File: src/rtl/hazard_pkg.sv
// -----------------------------------------------------------------------------
// hazard_pkg
// Shared definitions for the pipeline hazard logic (stall unit, forwarding).
//   ADDR_W        register address width
//   NUM_REGS      number of architectural registers (2**ADDR_W)
//   REG_ZERO      hard-wired zero register, never a real dependency
//   reg_addr_t    register address type
//   reg_mask_t    one bit per architectural register
//   stall_cause_t individual stall reasons, OR-ed into the final stall
// -----------------------------------------------------------------------------
package hazard_pkg;

  localparam int ADDR_W   = 5;
  localparam int NUM_REGS = 1 << ADDR_W;

  typedef logic [ADDR_W-1:0]   reg_addr_t;
  typedef logic [NUM_REGS-1:0] reg_mask_t;

  localparam reg_addr_t REG_ZERO = '0;

  typedef struct packed {
    logic lu;    // load-use in execute
    logic sb;    // read of a register owned by an in-flight long op
    logic ww;    // long op writing a register that is still pending
    logic full;  // no free long-op slot
  } stall_cause_t;

  // One-hot mask for a register address; callers gate REG_ZERO themselves.
  function automatic reg_mask_t reg_onehot(input reg_addr_t addr);
    return reg_mask_t'(1) << addr;
  endfunction

endpackage

File: src/rtl/hazard_stall_unit_if.sv
// -----------------------------------------------------------------------------
// hazard_stall_unit_if
// Bundle between the pipeline and the hazard stall unit.
//   Decode   : Rs1_D, Rs2_D, Use1_D, Use2_D, RD_D, LongOp_D
//   Execute  : RD_E, LoadE, RegWriteE, PCSrcE
//   Writeback: LongDone_W, LongRD_W
//   Controls : StallF, StallD, FlushD, FlushE
//   Debug    : Pending (scoreboard bitmap), StallCount (stall cycles)
// The master modport is the pipeline side and the slave modport is the unit.
// -----------------------------------------------------------------------------
interface hazard_stall_unit_if #(
  parameter int CNT_W = 16
);
  import hazard_pkg::*;

  reg_addr_t        Rs1_D;
  reg_addr_t        Rs2_D;
  logic             Use1_D;
  logic             Use2_D;
  reg_addr_t        RD_D;
  logic             LongOp_D;
  reg_addr_t        RD_E;
  logic             LoadE;
  logic             RegWriteE;
  logic             PCSrcE;
  logic             LongDone_W;
  reg_addr_t        LongRD_W;
  logic             StallF;
  logic             StallD;
  logic             FlushD;
  logic             FlushE;
  reg_mask_t        Pending;
  logic [CNT_W-1:0] StallCount;

  modport master (
    output Rs1_D, Rs2_D, Use1_D, Use2_D, RD_D, LongOp_D,
    output RD_E, LoadE, RegWriteE, PCSrcE,
    output LongDone_W, LongRD_W,
    input  StallF, StallD, FlushD, FlushE, Pending, StallCount
  );

  modport slave (
    input  Rs1_D, Rs2_D, Use1_D, Use2_D, RD_D, LongOp_D,
    input  RD_E, LoadE, RegWriteE, PCSrcE,
    input  LongDone_W, LongRD_W,
    output StallF, StallD, FlushD, FlushE, Pending, StallCount
  );

endinterface

File: src/rtl/hazard_stall_unit_reg_scoreboard.sv
// -----------------------------------------------------------------------------
// reg_scoreboard
// Tracks destinations of long-latency ops between issue and writeback.
//   clk, rst   clock and synchronous active-high reset
//   set_en     issue a long op this cycle to set_addr
//   set_addr   destination of the issuing long op
//   clr_en     a long op writes back this cycle to clr_addr
//   clr_addr   destination of the completing long op
//   pending    one bit per register that still awaits a long-op result
//   full       MAX_LONG long ops are outstanding
// -----------------------------------------------------------------------------
module reg_scoreboard
  import hazard_pkg::*;
#(
  parameter int MAX_LONG = 2
) (
  input  logic      clk,
  input  logic      rst,
  input  logic      set_en,
  input  reg_addr_t set_addr,
  input  logic      clr_en,
  input  reg_addr_t clr_addr,
  output reg_mask_t pending,
  output logic      full
);

  localparam int OUT_W = $clog2(MAX_LONG + 1);

  logic [OUT_W-1:0] outstanding;
  logic             set_hit;
  logic             clr_hit;
  reg_mask_t        set_mask;
  reg_mask_t        clr_mask;

  // Register zero is never tracked, and a writeback for a register that is
  // not pending (e.g. dropped by a reset) must not disturb the count.
  always_comb begin
    set_hit  = set_en && (set_addr != REG_ZERO);
    clr_hit  = clr_en && (clr_addr != REG_ZERO) && pending[clr_addr];
    set_mask = set_hit ? reg_onehot(set_addr) : '0;
    clr_mask = clr_hit ? reg_onehot(clr_addr) : '0;
  end

  // Issue and completion in the same cycle cancel in the count while both
  // bit updates still apply.
  always_ff @(posedge clk) begin
    if (rst) begin
      pending     <= '0;
      outstanding <= '0;
    end else begin
      pending <= (pending & ~clr_mask) | set_mask;
      if (set_hit && !clr_hit) begin
        outstanding <= outstanding + 1'b1;
      end else if (!set_hit && clr_hit) begin
        outstanding <= outstanding - 1'b1;
      end
    end
  end

  assign full = (outstanding == OUT_W'(MAX_LONG));

endmodule

File: src/rtl/hazard_stall_unit.sv
// -----------------------------------------------------------------------------
// hazard_stall_unit
// Stall/flush controller for hazards forwarding cannot hide: load-use,
// dependencies on in-flight long-latency ops, and taken-branch redirects.
//   clk, rst   clock and synchronous active-high reset
//   hz         hazard_stall_unit_if slave: decode/execute/writeback hazard
//              inputs in; StallF/StallD/FlushD/FlushE, Pending, StallCount out
// -----------------------------------------------------------------------------
module hazard_stall_unit
  import hazard_pkg::*;
#(
  parameter int MAX_LONG = 2,
  parameter int CNT_W    = 16
) (
  input  logic               clk,
  input  logic               rst,
  hazard_stall_unit_if.slave hz
);

  reg_mask_t    pending;
  logic         sb_full;
  stall_cause_t cause;
  logic         stall;
  logic         issue;
  logic         stall_f;
  logic         stall_d;
  logic         flush_d;
  logic         flush_e;
  logic [CNT_W-1:0] stall_count;

  reg_scoreboard #(
    .MAX_LONG (MAX_LONG)
  ) u_scoreboard (
    .clk      (clk),
    .rst      (rst),
    .set_en   (issue),
    .set_addr (hz.RD_D),
    .clr_en   (hz.LongDone_W),
    .clr_addr (hz.LongRD_W),
    .pending  (pending),
    .full     (sb_full)
  );

  // The scoreboard is read before this cycle's writeback clears its bit, so a
  // reader of a completing register still stalls once and proceeds next cycle.
  // A taken branch squashes decode, so it wins over stalls and blocks issue.
  always_comb begin
    cause   = '0;
    stall   = 1'b0;
    issue   = 1'b0;
    stall_f = 1'b0;
    stall_d = 1'b0;
    flush_d = 1'b0;
    flush_e = 1'b0;
    if (!rst) begin
      cause.lu   = hz.LoadE && hz.RegWriteE && (hz.RD_E != REG_ZERO) &&
                   ((hz.Use1_D && (hz.Rs1_D == hz.RD_E)) ||
                    (hz.Use2_D && (hz.Rs2_D == hz.RD_E)));
      cause.sb   = (hz.Use1_D && pending[hz.Rs1_D]) ||
                   (hz.Use2_D && pending[hz.Rs2_D]);
      cause.ww   = hz.LongOp_D && (hz.RD_D != REG_ZERO) && pending[hz.RD_D];
      cause.full = hz.LongOp_D && sb_full;
      stall      = |cause;
      stall_f    = stall && !hz.PCSrcE;
      stall_d    = stall && !hz.PCSrcE;
      flush_d    = hz.PCSrcE;
      flush_e    = stall || hz.PCSrcE;
      issue      = hz.LongOp_D && !stall && !hz.PCSrcE && (hz.RD_D != REG_ZERO);
    end
  end

  // Saturating count of cycles in which decode was held.
  always_ff @(posedge clk) begin
    if (rst) begin
      stall_count <= '0;
    end else if (stall_d && (stall_count != '1)) begin
      stall_count <= stall_count + 1'b1;
    end
  end

  assign hz.StallF     = stall_f;
  assign hz.StallD     = stall_d;
  assign hz.FlushD     = flush_d;
  assign hz.FlushE     = flush_e;
  assign hz.Pending    = pending;
  assign hz.StallCount = stall_count;

endmodule

File: src/flat_wrapper.sv
// flat-port wrapper written by rule: the top's interface ports become plain ports
module hazard_stall_unit_flat import hazard_pkg::*;
#(
  parameter int MAX_LONG = 2,
  parameter int CNT_W    = 16
)
  (clk, rst, hz_Rs1_D, hz_Rs2_D, hz_Use1_D, hz_Use2_D, hz_RD_D, hz_LongOp_D, hz_RD_E, hz_LoadE, hz_RegWriteE, hz_PCSrcE, hz_LongDone_W, hz_LongRD_W, hz_StallF, hz_StallD, hz_FlushD, hz_FlushE, hz_Pending, hz_StallCount);
  hazard_stall_unit_if #(.CNT_W(CNT_W)) hz_i ();
  input  logic clk;
  input  logic rst;
  input wire logic [$bits(hz_i.Rs1_D)-1:0] hz_Rs1_D;
  input wire logic [$bits(hz_i.Rs2_D)-1:0] hz_Rs2_D;
  input wire logic [$bits(hz_i.Use1_D)-1:0] hz_Use1_D;
  input wire logic [$bits(hz_i.Use2_D)-1:0] hz_Use2_D;
  input wire logic [$bits(hz_i.RD_D)-1:0] hz_RD_D;
  input wire logic [$bits(hz_i.LongOp_D)-1:0] hz_LongOp_D;
  input wire logic [$bits(hz_i.RD_E)-1:0] hz_RD_E;
  input wire logic [$bits(hz_i.LoadE)-1:0] hz_LoadE;
  input wire logic [$bits(hz_i.RegWriteE)-1:0] hz_RegWriteE;
  input wire logic [$bits(hz_i.PCSrcE)-1:0] hz_PCSrcE;
  input wire logic [$bits(hz_i.LongDone_W)-1:0] hz_LongDone_W;
  input wire logic [$bits(hz_i.LongRD_W)-1:0] hz_LongRD_W;
  output wire logic [$bits(hz_i.StallF)-1:0] hz_StallF;
  output wire logic [$bits(hz_i.StallD)-1:0] hz_StallD;
  output wire logic [$bits(hz_i.FlushD)-1:0] hz_FlushD;
  output wire logic [$bits(hz_i.FlushE)-1:0] hz_FlushE;
  output wire logic [$bits(hz_i.Pending)-1:0] hz_Pending;
  output wire logic [$bits(hz_i.StallCount)-1:0] hz_StallCount;
  assign hz_i.Rs1_D = hz_Rs1_D;
  assign hz_i.Rs2_D = hz_Rs2_D;
  assign hz_i.Use1_D = hz_Use1_D;
  assign hz_i.Use2_D = hz_Use2_D;
  assign hz_i.RD_D = hz_RD_D;
  assign hz_i.LongOp_D = hz_LongOp_D;
  assign hz_i.RD_E = hz_RD_E;
  assign hz_i.LoadE = hz_LoadE;
  assign hz_i.RegWriteE = hz_RegWriteE;
  assign hz_i.PCSrcE = hz_PCSrcE;
  assign hz_i.LongDone_W = hz_LongDone_W;
  assign hz_i.LongRD_W = hz_LongRD_W;
  assign hz_StallF = hz_i.StallF;
  assign hz_StallD = hz_i.StallD;
  assign hz_FlushD = hz_i.FlushD;
  assign hz_FlushE = hz_i.FlushE;
  assign hz_Pending = hz_i.Pending;
  assign hz_StallCount = hz_i.StallCount;
  hazard_stall_unit #(.MAX_LONG(MAX_LONG), .CNT_W(CNT_W)) u_core (.clk(clk), .rst(rst), .hz(hz_i));
endmodule
File: config.mk
export PLATFORM = sky130hd
export DESIGN_NAME = hazard_stall_unit_flat
export DESIGN_NICKNAME = d
export VERILOG_FILES = /design/src/rtl/hazard_pkg.sv /design/src/rtl/hazard_stall_unit_if.sv /design/src/rtl/hazard_stall_unit_reg_scoreboard.sv /design/src/rtl/hazard_stall_unit.sv /design/src/flat_wrapper.sv
export SDC_FILE = /design/constraint.sdc
export NUM_CORES = 1
export LEC_CHECK = 0
export ABC_CLOCK_PERIOD_IN_PS = 7600
export BUFFER_PORTS_ARGS = -buffer_cell sky130_fd_sc_hd__buf_2
export CAP_MARGIN = 40
export CORE_ASPECT_RATIO = 1.4
export CORE_MARGIN = 10
export CORE_UTILIZATION = 40
export CTS_CLUSTER_DIAMETER = 80
export DETAILED_ROUTE_END_ITERATION = 12
export HOLD_SLACK_MARGIN = 0.15
export SYNTH_ARGS = -nofsm -noshare
export SYNTH_HDL_FRONTEND = slang
export SYNTH_HIERARCHICAL = 1
export SYNTH_SLANG_ARGS = --single-unit
File: constraint.sdc
create_clock -name clk -period 7.6 [get_ports clk]
set_input_delay 0.38 -clock clk [delete_from_list [all_inputs] [get_ports clk]]
set_output_delay 0.38 -clock clk [all_outputs]
set_load 0.005 [all_outputs]
==> key figures <==
Run status
  – Outcome: completed

Die
  – Core area: 9510 sq um
  – Die height: 137 microns
  – Die area: 14200 sq um
  – Die W: 104 microns
  – I/O pin total: 86
  – Row count: 42
  – Initial Util: 41.2%

Pwr
  – Static Leak: 1.75 nW
  – VDD IR max: 75.4 uV
  – Pwr per Cell Area: 136 nW/um^2
  – Sw Ratio: 28.5%
  – Psw: 0.000173 W
  – Combinational share of power: 16.8%
  – Int Power: 0.000434 W
  – Clock share of power: 39.0%
  – Power share of the sequential group: 44.1%

Timing
  – Worst slew margin: 49.7%
  – Max-slew violation count: 0
  – Sum Neg Setup Slack: 0 ns
  – Final hold violations: 0
  – Layout Skew: 0.00437 ns
  – Tmin final: 3.83 ns
  – Hold WS: 0.483 ns
  – Max frequency: 0.261 GHz
  – Final number of setup-violating endpoints: 0
  – Post-route clock period utilization: 50.4%
  – Worst-margin pin slew: 0.749 ns
  – Setup repair after global routing missed its margin: false

Setup path
  – Critical path type: primary input to flip-flop
  – Crit path DAT: 4.06 ns
  – Slowest cell delay on critical path: 0.59 ns
  – Critical path required time: 7.83 ns
  – Crit path max fanout: 26
  – CP delay by family, top: simple AND/OR/NAND/NOR gates
  – Slowest CP cell: nor2_2
  – Buf/Inv on CP: 2
  – CP Cell Sequence: buf_2 -> mux4_2 -> mux2i_1 -> o221ai_1 -> a32o_1 -> nor2_2 -> o2111a_1 -> inv_1 -> nor2_1 -> ha_1 -> or3_1 -> a21oi_1
  – Critical path launch point type: primary input
  – Crit. End Element: flip-flop

Synthesis
  – Yosys reg bits: 50
  – Top-area cell type share of the netlist area: 25.5%
  – Total number of yosys warnings: 6
  – Post-synth cell types: 62
  – Leading cell types by count after synthesis: 50 x dfxtp_1, 25 x mux2i_1, 24 x nor2_1
  – Area leader, netlist: dfxtp_1
  – FFs w/ async S/R, synth: 0%
  – EDFF count, synth: 0
  – Sequential area share after synthesis: 25.5%
  – Synth Area per Inst: 9.20 sq um
  – Post-synthesis cell count: 426
  – Most frequent cell after synthesis: dfxtp_1
  – Synth area leaders: dfxtp_1 26%, mux4_2 13%, mux2i_1 6.4%
  – Syn Nets: 462
  – Top_reg_cell synth: dfxtp_1
  – Synthesized cell area: 3920 sq um

Detailed routing
  – Vias per cell: 6.26
  – Initial DRC count: 338
  – Average wire per standard cell: 21.5 microns
  – DR DRC count: 0
  – Routed WL: 13.3 mm
  – Antenna Nets Post-Route: 0
  – Vias post-DR: 3864
  – 1st-pass router iterations: 5

Global routing
  – Largest net degree at the start of global routing: 50
  – First-pass GRT wire length: 21.2 mm
  – GRT overflow: 0
  – GRT Overall Usage: 18.2%
  – Initial antenna violation count: 0
  – Vias in the first global route: 3907

Clocking
  – Post-CTS Setup Bufs: 0
  – Hold buffer count at CTS: 0
  – Clk root buf: clkbuf_16
  – Clock slew seen by the registers of the worst setup and hold paths: 0.07 ns
  – Clk buf depth: 2
  – CTS tree: yes
  – H-tree levels: 2
  – Clock Latency Late Sink: 0.29 ns
  – Num CTS Buffers: 5
  – CTS sink count: 50
  – Post-cts resize count: 0

Final layout
  – Post-Layout Cell Count: 617
  – Finished Core Util: 46.8%
  – Area growth from synthesis to layout: 13.7%
  – Layout cells sized above 1: 28.0%
  – N_diodes: 0
  – Final nets: 520

Placement
  – Inst Count DP: 609
  – Port bufs: 85
  – GPL Wtd Cong: 0.914
  – Dpl hpwl: 9.83 mm

Flow run
  – Max-cap violations: 0

Hold path
  – Hold Path Class: flip-flop to flip-flop
-- final timing paths --
check	startpoint	endpoint	slack, ns	cells after the start
worst min-delay path	u_core/u_scoreboard/outstanding[1]$_SDFFE_PP0P_	u_core/u_scoreboard/outstanding[1]$_SDFFE_PP0P_	0.48	2
worst max-delay path	hz_RD_D[0]	u_core/u_scoreboard/outstanding[1]$_SDFFE_PP0P_	3.77	12
worst min register to register	u_core/u_scoreboard/outstanding[1]$_SDFFE_PP0P_	u_core/u_scoreboard/outstanding[1]$_SDFFE_PP0P_	0.48	2
worst max register to register	u_core/u_scoreboard/pending[23]$_SDFF_PP0_	u_core/u_scoreboard/outstanding[1]$_SDFFE_PP0P_	3.79	11
-- worst min-delay path, stage by stage, from the launching register on --
cell,delay [ns]
dfxtp_1,0.31
o21ai_0,0.07
a21oi_1,0.06
-- cell type report --
cell class	count	area [sq um]
flip-flops and latches	50	1000
inverters	15	56.3
clock inverters	1	8.76
clock buffers	7	143
well taps	132	165
repair buffers	87	440
fillers	953	5060
multi-input cells	325	2640
-- metrics by stage --
stage	cell area, sq um	setup slack, ns	power, W
5_1_grt	4460	3.48	0.000634
3_3_place_gp	4300	3.60	0.000373
4_1_cts	4460	3.82	0.000612
2_1_floorplan	3920	4.23	0.000350
6_report	4460	3.77	0.000607
3_5_place_dp	4300	3.51	0.000374
-- power by group through the flow --
| stage | registers, W | logic, W | clock network [W] |
|---|---|---|---|
| after floorplan | 0.000273 | 0.0000767 | 0 |
| after global placement | 0.000274 | 0.0000991 | 0 |
| after detailed placement | 0.000274 | 0.000101 | 0 |
| after CTS | 0.000268 | 0.000101 | 0.000243 |
| after global routing | 0.000268 | 0.000112 | 0.000253 |
| final | 0.000268 | 0.000102 | 0.000237 |
-- flip-flops by register name, indices dropped and copies added, names as in the netlist --
register	count
u_core/hz.StallCount	16
u_core/u_scoreboard/outstanding	2
u_core/u_scoreboard/pending	32
-- routing by layer --
layer / vias to the layer above / wire [microns] / track usage [%]
li1: 1757 / - / -
met1: 1919 / 5170 / 20.5
met2: 170 / 7030 / 32.9
met3: 18 / 785 / 3.62
met4: 0 / 285 / 7.83
met5: - / 0 / 0
-- cells in the final DEF (no fill, tap or decap), types with 3 or more instances in the layout --
master and instances:
nand3_1 22, buf_2 85, nor2b_1 17, a21oi_1 15, or4_1 4, nor3b_1 5
a21o_1 4, nand4_1 17, nand4b_1 4, inv_1 13, nand2_1 23, nand2b_1 4
nor3_1 14, xor2_1 3, o31ai_1 5, a32o_2 4, mux4_2 23, or3_1 5
mux2_1 9, dfxtp_1 50, a32o_1 12, o211ai_1 10, nor4_1 7, o21ai_0 12
and3_1 3, a31oi_1 3, clkbuf_16 5, o21ai_1 5, nand3b_1 5, mux2i_1 25
nor2_1 24, xnor2_1 9
-- cells by family after synthesis --
group / after synthesis / synth area share, %
AOI/OAI and AO/OA: 84 / 16.0
xor gates and xnor gates: 12 / 2.68
adders and majority gates: 2 / 0.638
buffers and inverters: 51 / 7.06
DFF: 50 / 25.5
muxes: 61 / 23.9
and+or+nand+nor: 166 / 24.2
Note: power is estimated with default switching activity, not from simulation.
